===== config.mk =====
export PLATFORM = sky130hd
export DESIGN_NAME = past_hist_arbiter
export DESIGN_NICKNAME = d
export VERILOG_FILES = /design/src/rtl/past_hist_arbiter.sv
export SDC_FILE = /design/constraint.sdc
export NUM_CORES = 1
export LEC_CHECK = 0
export BUFFER_PORTS_ARGS = -buffer_cell sky130_fd_sc_hd__buf_4
export CAP_MARGIN = 20
export CORE_MARGIN = 2
export CORE_UTILIZATION = 50
export DETAILED_ROUTE_END_ITERATION = 8
export PLACE_DENSITY = 0.68
export SLEW_MARGIN = 5
export SYNTH_ARGS = -nofsm -noshare
export SYNTH_HDL_FRONTEND = slang
export SYNTH_SLANG_ARGS = --single-unit

===== constraint.sdc =====
create_clock -name clk -period 5 [get_ports clk]
set_input_delay 0.75 -clock clk [delete_from_list [all_inputs] [get_ports clk]]
set_output_delay 0.75 -clock clk [all_outputs]
set_load 0.1 [all_outputs]

===== src/rtl/past_hist_arbiter.sv =====
// past_hist_arbiter
// Shared history buffer for one sampled signal. It keeps a DEPTH-deep record
// of past values. NREQ requesters look up "value d samples ago" through a
// round-robin arbiter, and one answer returns per grant, one cycle later.
//
// Handshake (valid/ready):
//   A requester raises req_valid[i] and holds req_valid[i] and its req_depth
//   slice stable until it sees req_ready[i]=1. A transfer happens on the rising
//   edge where req_valid[i] & req_ready[i] are both 1. req_ready is one-hot
//   (or all zero) and is a purely combinational function of req_valid, ptr
//   and rst. Responses have no backpressure: rsp_valid is a single-cycle
//   pulse on the edge after the transfer, and the consumer must take it.
module past_hist_arbiter #(
  parameter int NREQ  = 4,
  parameter int DEPTH = 8,
  parameter int DW    = 1,
  localparam int LW   = $clog2(DEPTH + 1),
  localparam int IDW  = $clog2(NREQ)
) (
  input  logic               clk,
  input  logic               rst,
  input  logic               smp_en,
  input  logic [DW-1:0]      smp_data,
  input  logic [NREQ-1:0]    req_valid,
  input  logic [NREQ*LW-1:0] req_depth,
  output logic [NREQ-1:0]    req_ready,
  output logic               rsp_valid,
  output logic [IDW-1:0]     rsp_id,
  output logic [DW-1:0]      rsp_data,
  output logic               rsp_known,
  output logic               rsp_stable,
  output logic               rsp_err
);

  // ---------------------------------------------------------------------------
  // State
  // ---------------------------------------------------------------------------
  logic [DW-1:0]  hist [DEPTH];  // hist[0] is the newest sample
  logic [LW-1:0]  fill_cnt;      // valid samples held, saturates at DEPTH
  logic [IDW-1:0] ptr;           // round-robin search start

  // Arbitration results
  logic [NREQ-1:0] grant_vec;
  logic            grant_any;
  logic [IDW-1:0]  grant_idx;
  logic            grant_fire;

  // Lookup results for the granted requester
  logic [LW-1:0]   sel_depth;
  logic            lk_err;
  logic            lk_known;
  logic [DW-1:0]   lk_data;
  logic            lk_mismatch;
  logic            lk_stable;

  // ---------------------------------------------------------------------------
  // Arbitration
  // ---------------------------------------------------------------------------

  // Pick the first requester at or above ptr, wrapping modulo NREQ.
  always_comb begin
    grant_vec = '0;
    grant_any = 1'b0;
    grant_idx = '0;
    for (int off = 0; off < NREQ; off++) begin
      if (!grant_any && req_valid[(int'(ptr) + off) % NREQ]) begin
        grant_any = 1'b1;
        grant_idx = IDW'((int'(ptr) + off) % NREQ);
        grant_vec[(int'(ptr) + off) % NREQ] = 1'b1;
      end
    end
  end

  // A grant during reset is suppressed, so no response follows it.
  assign grant_fire = grant_any && !rst;
  assign req_ready  = rst ? '0 : grant_vec;

  // Move ptr to the slot after the winner. Without a grant, ptr holds.
  always_ff @(posedge clk) begin
    if (rst) begin
      ptr <= '0;
    end else if (grant_any) begin
      if (grant_idx == IDW'(NREQ - 1)) begin
        ptr <= '0;
      end else begin
        ptr <= grant_idx + IDW'(1);
      end
    end
  end

  // ---------------------------------------------------------------------------
  // History record
  // ---------------------------------------------------------------------------

  // Shift in a new sample on each strobe. Reset clears the record to zero.
  always_ff @(posedge clk) begin
    if (rst) begin
      for (int k = 0; k < DEPTH; k++) begin
        hist[k] <= '0;
      end
    end else if (smp_en) begin
      hist[0] <= smp_data;
      for (int k = 1; k < DEPTH; k++) begin
        hist[k] <= hist[k-1];
      end
    end
  end

  // Count the samples taken so far, stopping at DEPTH.
  always_ff @(posedge clk) begin
    if (rst) begin
      fill_cnt <= '0;
    end else if (smp_en && (fill_cnt != LW'(DEPTH))) begin
      fill_cnt <= fill_cnt + LW'(1);
    end
  end

  // ---------------------------------------------------------------------------
  // Lookup (reads the pre-shift history of the current edge)
  // ---------------------------------------------------------------------------

  assign sel_depth = req_depth[int'(grant_idx) * LW +: LW];

  // Classify the lookback. An out-of-range d is an error and is never known.
  always_comb begin
    lk_err   = (sel_depth == '0) || (sel_depth > LW'(DEPTH));
    lk_known = !lk_err && (fill_cnt >= sel_depth);
  end

  // Select hist[d-1]. Unknown or erroneous lookups read as zero.
  always_comb begin
    lk_data = '0;
    for (int k = 0; k < DEPTH; k++) begin
      if (lk_known && (int'(sel_depth) == k + 1)) begin
        lk_data = hist[k];
      end
    end
  end

  // The result is stable when hist[0..d-1] all match hist[0]. For d==1 no
  // other entry is compared, so stable reduces to known.
  always_comb begin
    lk_mismatch = 1'b0;
    for (int k = 1; k < DEPTH; k++) begin
      if ((k < int'(sel_depth)) && (hist[k] != hist[0])) begin
        lk_mismatch = 1'b1;
      end
    end
    lk_stable = lk_known && !lk_mismatch;
  end

  // ---------------------------------------------------------------------------
  // Response register
  // ---------------------------------------------------------------------------

  // Present one registered response per grant. Idle cycles return to zero.
  always_ff @(posedge clk) begin
    if (rst) begin
      rsp_valid  <= 1'b0;
      rsp_id     <= '0;
      rsp_data   <= '0;
      rsp_known  <= 1'b0;
      rsp_stable <= 1'b0;
      rsp_err    <= 1'b0;
    end else if (grant_fire) begin
      rsp_valid  <= 1'b1;
      rsp_id     <= grant_idx;
      rsp_data   <= lk_data;
      rsp_known  <= lk_known;
      rsp_stable <= lk_stable;
      rsp_err    <= lk_err;
    end else begin
      rsp_valid  <= 1'b0;
      rsp_id     <= '0;
      rsp_data   <= '0;
      rsp_known  <= 1'b0;
      rsp_stable <= 1'b0;
      rsp_err    <= 1'b0;
    end
  end

endmodule


==> results.cfg <==
[power]
powerDensity_nw_per_um2 = 618
p_leak_uw = 0.000948
ir_worst_vdd_mv = 0.363

[cells_and_area]
multiInputGateArea_um2 = 1390
drive_above_1_share = 0.250
fin_util = 0.616
insertedDiodeCount = 0
regArea_um2 = 500
n_fill_cell = 358
syn2layout_area_growth_pct = 15.3
finalNetCount = 291
postLayoutCellArea_um2 = 2300

[synth]
yosys.area.top_type = dfxtp_1
synth-compound-area-share = 0.255
synthTopCellsByArea = dfxtp_1 13%, edfxtp_1 12%, ha_1 8.8%, nor2_1 4.7%, mux2i_1 4.5%
synth_fp_nets = 262
yosys.area_share.simple = 0.224
synth_top_family_by_area = compound AO/OA/AOI/OAI gates
synth_flop_cell = dfxtp_1
synth_edf_count = 8
synthMuxAreaShare = 0.115
synth-seq-cells = 21
synth_cells = 224
synth_most_common_cell = nor2_1
synth_top_cell_area_share = 0.130
yosys_warnings = 0
ys_seq_area_frac = 0.250
synthDistinctLibCells = 64
synth_area_um2 = 2000
avgSynthCellArea_um2 = 8.92
synth_common_cells = 25 x nor2_1, 14 x ha_1, 13 x dfxtp_1, 11 x nand2_1, 10 x and2_1
async_flop_share = 0
synthXorXnorAreaFrac = 0.0131
synthAdderAreaFrac = 0.0877

[clocking]
postCtsSetupBuffers = 0
cts_tree = built
cts-root-buf = clkbuf_8
htreeDepth = 1
numCtsBuffers = 3
hold_buffers = 0
clk_path_buf_depth = 2
postCtsResizedCells = 0
clk_pin_slew_worst_paths_ns = 0.08
clock_sinks = 21
clock_latency_ns = 0.26

[critical_path]
critical_path_required_ns = 5.15
cp_num_buf_inv = 2
critPathKind = flop to flop
crit_fanout = 15
cp_top_family = compound AO/OA/AOI/OAI gates
end_kind = flop
cp.arrival_ns = 4.27
worstSetupStartpointType = flop
cp_cell_sequence = inv_1 > ha_1 > mux4_2 > nand2b_1 > o211ai_1 > o211ai_1 > nand2_1 > a21boi_4 > inv_2 > ha_1 > nand2b_1 > a21o_1 > and3_1 > o21ai_0 > a211oi_2 > and4_1
slowest_stage = dfxtp_1
slowest_delay_ns = 0.57

[detailed_routing]
drt-total-wl_um = 4470
ant_nets = 0
drt_iter0_drc = 158
route.detailed.drc = 0
wl_per_cell_um = 14.9
via_per_inst = 5.92
num_vias = 1777
dr.pass1.iters = 4

[die]
row_count = 22
initial_core_util = 0.534
core_region_area_um2 = 3740
die_x_um = 67.2
fp.dieH_um = 67.2
io_pins = 35
die-area_um2 = 4520

[global_routing]
grt_remaining_overflow = 0
grt_pass1_wl_um = 7510
grt_util_all_layers = 0.216
grt_max_degree = 29
antenna_found_initial = 0
grt_pass1_vias = 1606

[timing]
min_period_ns = 4.12
fmax_mhz = 243
tightest_slew_ns = 0.898
hold_viol = 0
drv_slew = 0
setup_slack_ns = 0.881
rsz0062_at_grt = no
holdWs_ns = 0.521
timing.slew.headroom = 0.396
fin_crit_sh = 0.824
tns_ns = 0
setup_viol = 0
finClkSkew_ns = 0.00590

[placed_design]
place_hpwl_um = 3360
io_buffers = 34
placed_cell_area_um2 = 2260
gp_congestion = 0.820
post-place-ws_ns = 0.952

[outcome]
status = finished, final reports clean

[job]
max-cap-violations = 0

[hold_path]
min_path_type = flop to flop
## report_power, final
part,total [uW],internal [uW],switching (uW)
Combinational,1090,385,702
Clock,109,56.7,52.5
Sequential,229,206,23.4
## per-stage QoR
stage	instances	total power, uW
after floorplan	224	1130
after global placement	296	1300
after detailed placement	296	1310
after CTS	300	1430
after global routing	300	1530
final	300	1430
## kinds of logic after synthesis
| family | count (synthesis) |
|---|---|
| xor+xnor | 3 |
| buf+inv | 23 |
| flops | 21 |
| compound gates | 62 |
| mux | 17 |
| simple gates | 84 |
| fa+ha+maj | 14 |
## per-layer routing
| layer | part of all wire | up-vias | global-route usage |
|---|---|---|---|
| met5 | 0 | - | 0 |
| met3 | 0.050 | 2 | 0.0367 |
| met2 | 0.45 | 52 | 0.347 |
| met1 | 0.49 | 815 | 0.309 |
| met4 | 0.0038 | 0 | 0.0332 |
| li1 | - | 908 | - |
## flip-flops by register name (all words and copies together), names as in the netlist
signal	cells
rsp_known	1
rsp_err	1
fill_cnt	4
hist	8
ptr	2
rsp_stable	1
rsp_id	2
rsp_valid	1
rsp_data	1
## placed cells by master (no fill, tap or decap), types with 8 or more instances in the layout
cell	synthesis	routed
buf_4	0	35
dfxtp_1	13	13
nor2_1	25	25
ha_1	14	14
edfxtp_1	8	8
and2_1	10	10
nand2_1	11	11
inv_1	9	9
mux2i_1	9	9
## worst min-delay path, cell delays in order, from the launching register on
cell and delay [ns]:
dfxtp_1 0.35, nand2_1 0.07, a21oi_1 0.05
## layout make-up
| type | instances | area share |
|---|---|---|
| clock buffer | 4 | 0.0195 |
| timing repair buffer | 35 | 0.114 |
| inverter | 12 | 0.0217 |
| multi-input combinational | 180 | 0.602 |
| sequential | 21 | 0.217 |
| tap | 48 | 0.0261 |
## worst paths after layout
kind / from / slack, ns / cells after the start / to
worst max-delay path: ptr[1] / 0.88 / 16 / rsp_stable
worst min-delay path: fill_cnt[1] / 0.52 / 2 / fill_cnt[1]
worst min register to register: fill_cnt[1] / 0.52 / 2 / fill_cnt[1]
worst max register to register: ptr[1] / 0.88 / 16 / rsp_stable
(Power assumes the default switching activity.)
